## config.mk

```make
export PLATFORM = sky130hd
export DESIGN_NAME = expansion_shiftreg_chain_flat
export DESIGN_NICKNAME = d
export VERILOG_FILES = /design/src/rtl/expansion_shiftreg_chain_if.sv /design/src/rtl/expansion_shiftreg_chain.sv /design/src/flat_wrapper.sv
export SDC_FILE = /design/constraint.sdc
export NUM_CORES = 1
export LEC_CHECK = 0
export BUFFER_PORTS_ARGS = -buffer_cell sky130_fd_sc_hd__buf_2
export CORE_ASPECT_RATIO = 0.8
export CORE_MARGIN = 1
export CORE_UTILIZATION = 58
export CTS_CLUSTER_SIZE = 10
export DETAILED_ROUTE_END_ITERATION = 16
export GPL_ROUTABILITY_DRIVEN = 0
export HOLD_SLACK_MARGIN = 0.06
export PLACE_DENSITY_LB_ADDON = 0.25
export SETUP_SLACK_MARGIN = 0.5
export SKIP_CTS_REPAIR_TIMING = 1
export SLEW_MARGIN = 20
export SYNTH_ARGS = -nofsm -noshare
export SYNTH_HDL_FRONTEND = slang
export SYNTH_SLANG_ARGS = --single-unit
```

## constraint.sdc

```tcl
create_clock -name clk -period 4.8 [get_ports clk]
set_clock_uncertainty 0.15 [all_clocks]
set_input_delay 0.48 -clock clk [delete_from_list [all_inputs] [get_ports clk]]
set_output_delay 0.48 -clock clk [all_outputs]
set_load 0.03 [all_outputs]
```

## src/rtl/expansion_shiftreg_chain_if.sv

```systemverilog
`default_nettype none
// ============================================================================
//  Module   : expansion_shiftreg_chain_if
//  Function : Register-map side bus of the shift-register chain expander:
//             run enable, output image, input image and frame status.
//  Revision : 1.0  initial release
// ============================================================================
interface expansion_shiftreg_chain_if #(
    parameter int WIDTH  = 8,
    parameter int CHAINS = 1
);
    logic                      enable;
    logic [CHAINS*WIDTH-1:0]   data_out;
    logic [CHAINS*WIDTH-1:0]   data_in;
    logic                      frame_done;
    logic                      busy;

    // Register map drives the image and enable, observes the status
    modport master (
        output enable,
        output data_out,
        input  data_in,
        input  frame_done,
        input  busy
    );

    // The expander consumes the image and reports status
    modport slave (
        input  enable,
        input  data_out,
        output data_in,
        output frame_done,
        output busy
    );
endinterface
`default_nettype wire

```

## src/rtl/expansion_shiftreg_chain.sv

```systemverilog
`default_nettype none
// ============================================================================
//  Module   : expansion_shiftreg_chain
//  Function : Drives CHAINS parallel daisy-chains of 74HC595 / 74HC165 with a
//             shared shift clock and load strobe. Frames are tear-free: the
//             output image is snapshotted at frame start and the input image
//             is committed atomically at frame end.
//  Revision : 1.0  initial release
// ============================================================================
module expansion_shiftreg_chain #(
    parameter int WIDTH     = 8,
    parameter int CHAINS    = 1,
    parameter int DIVIDER   = 100,
    parameter int MSB_FIRST = 1
) (
    input  wire logic                 clk,
    input  wire logic                 reset,
    expansion_shiftreg_chain_if.slave bus,
    output logic [CHAINS-1:0]         SHIFT_OUT,
    input  wire logic [CHAINS-1:0]    SHIFT_IN,
    output logic                      SHIFT_CLK,
    output logic                      SHIFT_LOAD
);

    localparam int CNT_W = (DIVIDER > 1) ? $clog2(DIVIDER) : 1;
    localparam int K_W   = (WIDTH > 1) ? $clog2(WIDTH) : 1;

    localparam logic [CNT_W-1:0] C_CNT_RELOAD = CNT_W'(DIVIDER - 1);
    localparam logic [CNT_W-1:0] C_CNT_ONE    = CNT_W'(1);
    localparam logic [K_W-1:0]   C_K_LAST     = K_W'(WIDTH - 1);
    localparam logic [K_W-1:0]   C_K_ONE      = K_W'(1);

    typedef enum logic [2:0] {
        S_PRIME = 3'd0,
        S_IDLE  = 3'd1,
        S_SETUP = 3'd2,
        S_HIGH  = 3'd3,
        S_LATCH = 3'd4,
        S_HOLD  = 3'd5,
        S_DONE  = 3'd6
    } state_t;

    state_t                  r_state, w_state_nxt;
    logic [CNT_W-1:0]        r_cnt;
    logic [K_W-1:0]          r_k, w_k_nxt;
    logic                    r_prime_low, w_prime_low_nxt;
    logic                    r_sclk, w_sclk_nxt;
    logic                    r_sload, w_sload_nxt;
    logic                    r_busy, w_busy_nxt;
    logic                    r_frame_done;
    logic [CHAINS-1:0]       r_sout;
    logic [CHAINS*WIDTH-1:0] r_data_in;
    logic [WIDTH-1:0]        r_shadow_out [CHAINS];
    logic [WIDTH-1:0]        r_shadow_in  [CHAINS];

    logic                    w_tick;
    logic                    w_snapshot;
    logic                    w_shift;
    logic                    w_commit;
    logic [K_W-1:0]          w_pos;

    assign w_tick = (r_cnt == '0);
    // Bit position within each chain for the current bit index
    assign w_pos  = (MSB_FIRST != 0) ? (C_K_LAST - r_k) : r_k;

    // Next-state and pin decisions; everything moves only on a tick
    always_comb begin
        w_state_nxt     = r_state;
        w_k_nxt         = r_k;
        w_prime_low_nxt = r_prime_low;
        w_sclk_nxt      = r_sclk;
        w_sload_nxt     = r_sload;
        w_busy_nxt      = r_busy;
        w_snapshot      = 1'b0;
        w_shift         = 1'b0;
        w_commit        = 1'b0;
        if (w_tick) begin
            case (r_state)
                S_PRIME: begin
                    // Two ticks: strobe the '165 parallel load, then release
                    if (!r_prime_low) begin
                        w_sload_nxt     = 1'b0;
                        w_prime_low_nxt = 1'b1;
                    end else begin
                        w_sload_nxt = 1'b1;
                        w_state_nxt = S_IDLE;
                    end
                end
                S_IDLE: begin
                    if (bus.enable) begin
                        w_snapshot  = 1'b1;
                        w_k_nxt     = '0;
                        w_busy_nxt  = 1'b1;
                        w_state_nxt = S_SETUP;
                    end
                end
                S_SETUP: begin
                    w_sclk_nxt  = 1'b0;
                    w_shift     = 1'b1;
                    w_state_nxt = S_HIGH;
                end
                S_HIGH: begin
                    w_sclk_nxt = 1'b1;
                    if (r_k == C_K_LAST) begin
                        w_state_nxt = S_LATCH;
                    end else begin
                        w_k_nxt     = r_k + C_K_ONE;
                        w_state_nxt = S_SETUP;
                    end
                end
                S_LATCH: begin
                    w_sclk_nxt  = 1'b0;
                    w_sload_nxt = 1'b0;
                    w_state_nxt = S_HOLD;
                end
                S_HOLD: begin
                    w_sload_nxt = 1'b1;
                    w_state_nxt = S_DONE;
                end
                S_DONE: begin
                    w_commit = 1'b1;
                    // Back-to-back frames skip IDLE entirely
                    if (bus.enable) begin
                        w_snapshot  = 1'b1;
                        w_k_nxt     = '0;
                        w_state_nxt = S_SETUP;
                    end else begin
                        w_busy_nxt  = 1'b0;
                        w_state_nxt = S_IDLE;
                    end
                end
                default: begin
                    w_state_nxt = S_PRIME;
                end
            endcase
        end
    end

    // Control state, tick divider and shared pins
    always_ff @(posedge clk) begin
        if (reset) begin
            r_state      <= S_PRIME;
            r_cnt        <= C_CNT_RELOAD;
            r_k          <= '0;
            r_prime_low  <= 1'b0;
            r_sclk       <= 1'b0;
            r_sload      <= 1'b1;
            r_busy       <= 1'b0;
            r_frame_done <= 1'b0;
        end else begin
            r_state      <= w_state_nxt;
            r_cnt        <= w_tick ? C_CNT_RELOAD : (r_cnt - C_CNT_ONE);
            r_k          <= w_k_nxt;
            r_prime_low  <= w_prime_low_nxt;
            r_sclk       <= w_sclk_nxt;
            r_sload      <= w_sload_nxt;
            r_busy       <= w_busy_nxt;
            r_frame_done <= w_commit;
        end
    end

    // Frame shadows: output snapshot and bit-wise input capture
    always_ff @(posedge clk) begin
        for (int c = 0; c < CHAINS; c++) begin
            if (w_snapshot) begin
                r_shadow_out[c] <= bus.data_out[c*WIDTH +: WIDTH];
            end
            if (w_shift) begin
                r_shadow_in[c][w_pos] <= SHIFT_IN[c];
            end
        end
    end

    // Serial data pins and the atomically committed input image
    always_ff @(posedge clk) begin
        if (reset) begin
            r_sout    <= '0;
            r_data_in <= '0;
        end else begin
            for (int c = 0; c < CHAINS; c++) begin
                if (w_shift) begin
                    r_sout[c] <= r_shadow_out[c][w_pos];
                end
                if (w_commit) begin
                    r_data_in[c*WIDTH +: WIDTH] <= r_shadow_in[c];
                end
            end
        end
    end

    assign bus.data_in    = r_data_in;
    assign bus.frame_done = r_frame_done;
    assign bus.busy       = r_busy;
    assign SHIFT_OUT      = r_sout;
    assign SHIFT_CLK      = r_sclk;
    assign SHIFT_LOAD     = r_sload;

endmodule
`default_nettype wire

```

## src/flat_wrapper.sv

```systemverilog
// flat-port wrapper written by rule: the top's interface ports become plain ports
module expansion_shiftreg_chain_flat 
#(
    parameter int WIDTH     = 8,
    parameter int CHAINS    = 1,
    parameter int DIVIDER   = 100,
    parameter int MSB_FIRST = 1
)
  (clk, reset, SHIFT_OUT, SHIFT_IN, SHIFT_CLK, SHIFT_LOAD, bus_enable, bus_data_out, bus_data_in, bus_frame_done, bus_busy);
  expansion_shiftreg_chain_if #(.WIDTH(WIDTH), .CHAINS(CHAINS)) bus_i ();
  input  wire logic clk;
  input  wire logic reset;
  output logic [CHAINS-1:0] SHIFT_OUT;
  input  wire logic [CHAINS-1:0] SHIFT_IN;
  output logic SHIFT_CLK;
  output logic SHIFT_LOAD;
  input wire logic [$bits(bus_i.enable)-1:0] bus_enable;
  input wire logic [$bits(bus_i.data_out)-1:0] bus_data_out;
  output wire logic [$bits(bus_i.data_in)-1:0] bus_data_in;
  output wire logic [$bits(bus_i.frame_done)-1:0] bus_frame_done;
  output wire logic [$bits(bus_i.busy)-1:0] bus_busy;
  assign bus_i.enable = bus_enable;
  assign bus_i.data_out = bus_data_out;
  assign bus_data_in = bus_i.data_in;
  assign bus_frame_done = bus_i.frame_done;
  assign bus_busy = bus_i.busy;
  expansion_shiftreg_chain #(.WIDTH(WIDTH), .CHAINS(CHAINS), .DIVIDER(DIVIDER), .MSB_FIRST(MSB_FIRST)) u_core (.clk(clk), .reset(reset), .bus(bus_i), .SHIFT_OUT(SHIFT_OUT), .SHIFT_IN(SHIFT_IN), .SHIFT_CLK(SHIFT_CLK), .SHIFT_LOAD(SHIFT_LOAD));
endmodule
```

==> results of run 1 <==
cell type report:
class                      instances  area [um^2]
sequential                        43         1020
multi-input combinational        117          807
fill                             242         1010
clock inverter                     2         7.51
tap                               40         50.0
timing repair buffer              24          120
inverter                           6         22.5
clock buffer                       6         72.6
routing by layer:
metal	up-vias	part of all wire	track usage	wire, um
li1	676	-	-	-
met4	0	0.014	0.0816	46
met5	-	0	0	0
met3	7	0.061	0.0668	200
met1	627	0.47	0.277	1560
met2	47	0.45	0.323	1480
report_power, final:
part | internal, W | total, W | switching (W) | leakage [nW]
sequential | 0.000381 | 0.000384 | 0.00000342 | 0.362
combinational | 0.00000908 | 0.0000222 | 0.0000131 | 0.355
clock | 0.0000992 | 0.000212 | 0.000113 | 0.0403
total | 0.000489 | 0.000619 | 0.000129 | 0.757
layout by cell type, fill, tap and decap left out, types with 4 or more instances in the layout:
| cell | Yosys | layout |
|---|---|---|
| dfxtp_1 | 27 | 27 |
| buf_2 | 0 | 24 |
| nor2_1 | 19 | 19 |
| nand2_1 | 16 | 16 |
| edfxtp_1 | 16 | 16 |
| nor3_1 | 12 | 12 |
| mux2i_1 | 12 | 12 |
| inv_1 | 6 | 6 |
| nand2b_1 | 5 | 5 |
| clkbuf_8 | 0 | 5 |
| ha_1 | 4 | 4 |
Yosys cell counts, drive strengths merged:
cell / count / share of area
or2: 1 / 0.0033
mux2i: 12 / 0.063
o311ai: 2 / 0.0092
or4: 2 / 0.0098
nor3: 13 / 0.037
buf: 6 / 0.024
nor4: 6 / 0.029
nor2: 20 / 0.041
nand3: 3 / 0.0079
inv: 6 / 0.012
a211oi: 1 / 0.0039
a31oi: 3 / 0.0098
xor2: 2 / 0.0092
nor2b: 2 / 0.0066
nand2: 16 / 0.031
o211ai: 2 / 0.0079
o21ai: 3 / 0.0079
a21oi: 4 / 0.016
a32o: 1 / 0.0052
or3: 2 / 0.0066
mux4: 2 / 0.024
and2: 1 / 0.0033
a41o: 1 / 0.0052
a2111oi: 1 / 0.0052
ha: 4 / 0.026
xnor2: 3 / 0.014
o31ai: 1 / 0.0039
nand2b: 5 / 0.016
o22ai: 1 / 0.0033
a221oi: 1 / 0.0046
edfxtp: 16 / 0.25
dfxtp: 27 / 0.28
a211o: 1 / 0.0046
clkbuf: 6 / 0.012
and3: 1 / 0.0033
logic make-up (layout without fill, tap and decap cells):
family | Yosys count | in the layout | synth area share
xor+xnor | 5 | 5 | 0.0229
flops | 43 | 43 | 0.535
buf+inv | 18 | 38 | 0.0472
fa+ha+maj | 4 | 4 | 0.0262
mux | 14 | 14 | 0.0865
compound gates | 22 | 22 | 0.0872
simple gates | 72 | 72 | 0.195
through the flow:
stage,cells,cell area [um^2],setup slack (ns)
after floorplan,178,1910,2.76
after global placement,230,2010,2.33
after detailed placement,230,2010,2.23
after CTS,238,2090,2.21
after global routing,238,2100,2.39
final,238,2100,2.48
path summary, 6_finish.rpt:
check / start / endpoint / depth (start not counted)
setup / recovery: u_core.r_cnt[3] / u_core.r_shadow_in[0][7] / 4
hold / removal: bus_data_out[3] / u_core.r_shadow_out[0][3] / 1
setup reg to reg: u_core.r_cnt[3] / u_core.r_shadow_in[0][7] / 4
hold reg to reg: u_core.r_cnt[0] / u_core.r_cnt[0] / 1
sequential cells by signal (all words and copies together), names as in the netlist, 3 cells and up:
register             flops
u_core.r_shadow_in       8
u_core.r_cnt             7
u_core.r_k               3
u_core.r_state           3
u_core.r_shadow_out      8
u_core.bus.data_in       8
critical path: stages, from the launching register on:
cell and delay, ns:
dfxtp_1 0.35, or4_4 0.60, nor2_2 0.40, nand3_1 0.22, nor4_1 0.27
==> flow_summary.json, run 1 <==
{
  "drive_gt1_frac": 0.192,
  "h-tree-depth": 2,
  "rsz0062_at_grt": "false",
  "routed_via_density": 5.70,
  "hold_class": "primary input to flip-flop",
  "grt_pass1_wl_mm": 5.42,
  "ir_worst_vdd_mv": 0.214,
  "whs_ns": 0.212,
  "tightest_slew_ns": 0.749,
  "grt_start_max_net_pins": 21,
  "antenna_found_initial": 0,
  "fin_crit_ns": 2.32,
  "syn-instance-count": 178,
  "root_buffer": "clkbuf_8",
  "hpwl_mm": 2.27,
  "initial_core_util": 0.614,
  "grt_overflow_total": 0,
  "hold_viol_final": 0,
  "setup_tns_ns": 0,
  "ant_nets": 0,
  "dr_total_vias": 1357,
  "die_h_um": 53.3,
  "clkLatencyLatePin_ns": 0.29,
  "post_drt_wl_per_cell_um": 13.8,
  "outcome": "complete, no violations",
  "coreArea_um2": 3110,
  "row_count": 18,
  "crit_path_end_kind": "flip-flop",
  "clkTransAtPathRegs_ns": 0.07,
  "fmax_mhz": 432,
  "pin_count": 25,
  "syn_to_final_growth_pct": 10.0,
  "worst_ep_required_time_ns": 4.62,
  "drt-total-wl_mm": 3.29,
  "die-area_um2": 3530,
  "io_buffers": 24,
  "cts.sinks": 43,
  "slew_headroom": 0.497,
  "synth_area_um2": 1910,
  "cts.path.max_buffers": 2,
  "p_total_w": 0.000619,
  "critPathMaxFanout": 11,
  "critPathKind": "flip-flop to flip-flop",
  "leakage_nw": 0.757,
  "cp-start-kind": "flip-flop",
  "synthesis.nets": 194,
  "worst-endpoint-arrival_ns": 2.14,
  "ys_seq_area_frac": 0.535,
  "fin_util": 0.676,
  "worst-r2r-setup-slack_ns": 2.48,
  "period_share": 0.483,
  "avgSynthCellArea_um2": 10.7,
  "synth_warnings": 0,
  "ys_ff_latch": 43,
  "die_x_um": 66.1,
  "max_cap_viol_count": 0,
  "firstDrtPassIters": 4,
  "cts_buffers": 5,
  "setup_viol": 0,
  "synth_cell_types": 42,
  "slew_viol_final": 0,
  "pwr_density_cell_nw_per_um2": 295,
  "fin_nets": 213,
  "drtIter0Drc": 123,
  "route.detailed.drc": 0,
  "diodes": 0,
  "grt_use_total": 0.211,
  "first_global_vias": 1210,
  "cts_tree": "built"
}
Power figures use the tool's default switching activity.
==> inputs of run 2 (changes only) <==
CORE_UTILIZATION = 51   (was 58)
clock period = 1.9 ns   (was 4.8 ns; I/O delays follow)
==> flow_summary.json, run 2 (synthesis results as in run 1) <==
{
  "routed_via_density": 5.61,
  "min_to": "u_core.bus.data_in[3]",
  "first_global_vias": 1344,
  "slew_headroom": 0.688,
  "setup_viol": 23,
  "die_x_um": 70.4,
  "initial_core_util": 0.546,
  "leakage_nw": 0.953,
  "route.detailed.drc": 0,
  "r2r_start": "u_core.r_cnt[3]",
  "worst-r2r-setup-slack_ns": -0.14,
  "drive_gt1_frac": 0.347,
  "fmax_mhz": 491,
  "worst-endpoint-arrival_ns": 1.87,
  "row_count": 19,
  "regArea_um2": 1030,
  "die-area_um2": 3990,
  "rsz0062_at_grt": "true",
  "ff2ff_path_depth": 4,
  "cts_tree": "built",
  "slew_viol_final": 0,
  "coreArea_um2": 3490,
  "pin_count": 25,
  "diodes": 0,
  "grt_use_total": 0.189,
  "cts.path.max_buffers": 2,
  "worst_ep_required_time_ns": 1.73,
  "drtIter0Drc": 90,
  "hold_viol_final": 0,
  "final_common_cell": "buf_2",
  "multiInputGateArea_um2": 937,
  "antenna_found_initial": 0,
  "drt-total-wl_mm": 4.07,
  "max_cap_viol_count": 0,
  "critPathMaxFanout": 5,
  "post_drt_wl_per_cell_um": 15.3,
  "root_buffer": "clkbuf_8",
  "violations": "negative setup slack",
  "layout_common_cells": "24 x buf_2, 23 x dfxtp_1, 16 x edfxtp_1",
  "grt_overflow_total": 0,
  "cp-start-kind": "flip-flop",
  "reg2reg_to": "u_core.r_shadow_in[0][7]",
  "pre_cts_ws_ns": -0.0537,
  "h-tree-depth": 2,
  "hpwl_mm": 2.64,
  "min_from": "reset",
  "tightest_slew_ns": 0.469,
  "fill_cells": 239,
  "critPathKind": "flip-flop to flip-flop",
  "worstHoldPathCells": 2,
  "grt_pass1_wl_mm": 5.80,
  "die_h_um": 56.7,
  "whs_ns": 0.156,
  "syn_to_final_growth_pct": 32.8,
  "clkLatencyLatePin_ns": 0.29,
  "ir_worst_vdd_mv": 0.694,
  "dr_total_vias": 1499,
  "grt_start_max_net_pins": 21,
  "fin_nets": 240,
  "cts.sinks": 43,
  "io_buffers": 24,
  "clkTransAtPathRegs_ns": 0.08,
  "ant_nets": 0,
  "firstDrtPassIters": 4,
  "fin_ws_ns": -0.136,
  "pwr_density_cell_nw_per_um2": 738,
  "crit_path_end_kind": "flip-flop",
  "outcome": "complete, but fails checks",
  "cts_buffers": 5,
  "period_share": 1.07,
  "hold_class": "primary input to flip-flop",
  "fin_crit_ns": 2.04
}
==> run 2: changes by cell type in the layout (fill, tap and decap cells not counted), moves of 4 or more <==
cell	before	now
buf_4	0	13
buf_6	0	5
dfxtp_1	27	23
dfxtp_2	0	4
dlygate4sd3_1	0	9
nor2_1	19	15
nor3_1	12	7
nor3_4	0	4
==> run 2: worst max path at each step <==
stage	startpoint	cells past startpoint	slack (ns)	to
after floorplan	u_core.r_cnt[5]	6	-0.11	u_core.r_shadow_in[0][7]
after global placement	u_core.r_cnt[5]	4	-0.03	u_core.r_shadow_in[0][6]
after detailed placement	u_core.r_cnt[5]	4	-0.05	u_core.r_shadow_in[0][6]
after CTS	u_core.r_cnt[5]	4	-0.08	u_core.r_shadow_in[0][6]
after global routing	u_core.r_cnt[3]	4	-0.19	u_core.r_shadow_in[0][7]
final	u_core.r_cnt[3]	4	-0.14	u_core.r_shadow_in[0][7]
==> run 2: final cells by class <==
| type | instances | share of cell area |
|---|---|---|
| Multi-Input combinational cell | 117 | 0.370 |
| Inverter | 6 | 0.00888 |
| Timing Repair Buffer | 51 | 0.144 |
| Clock inverter | 2 | 0.0237 |
| Sequential cell | 43 | 0.405 |
| Tap cell | 42 | 0.0207 |
| Clock buffer | 6 | 0.0286 |
==> run 2: per-layer routing <==
| layer | global-route usage | share of wire | vias to the layer above | wire length, um |
|---|---|---|---|---|
| met3 | 0.0575 | 0.051 | 12 | 207 |
| met1 | 0.223 | 0.39 | 703 | 1600 |
| met4 | 0.0971 | 0.024 | 0 | 97 |
| li1 | - | - | 728 | - |
| met5 | 0 | 0 | - | 0 |
| met2 | 0.310 | 0.53 | 56 | 2170 |
==> run 2: per-stage QoR <==
stage / TNS [ns] / std cells / instance area (um^2) / util / power [W]
global route: -2.80 / 267 / 2530 / 0.725 / 0.00193
CTS: -0.524 / 254 / 2290 / 0.654 / 0.00187
global placement: -0.0319 / 246 / 2150 / 0.616 / 0.00106
finish: -0.968 / 267 / 2530 / 0.725 / 0.00187
detailed placement: -0.230 / 246 / 2150 / 0.616 / 0.00106
floorplan: -0.608 / 178 / 1950 / - / 0.00103
==> run 2: power by group <==
group | switching, W | internal, W | leakage (nW) | total (W)
sequential | 0.00000514 | 0.000963 | 0.363 | 0.000968
clock | 0.000289 | 0.000525 | 0.0654 | 0.000813
combinational | 0.0000456 | 0.0000436 | 0.525 | 0.0000892
total | 0.000339 | 0.00153 | 0.953 | 0.00187
==> run 2: worst max-delay path, stage by stage (launching register included) <==
cell and delay (ns):
dfxtp_2 0.33, or4_4 0.61, nor2_4 0.17, nand3_4 0.15
nor4_4 0.33
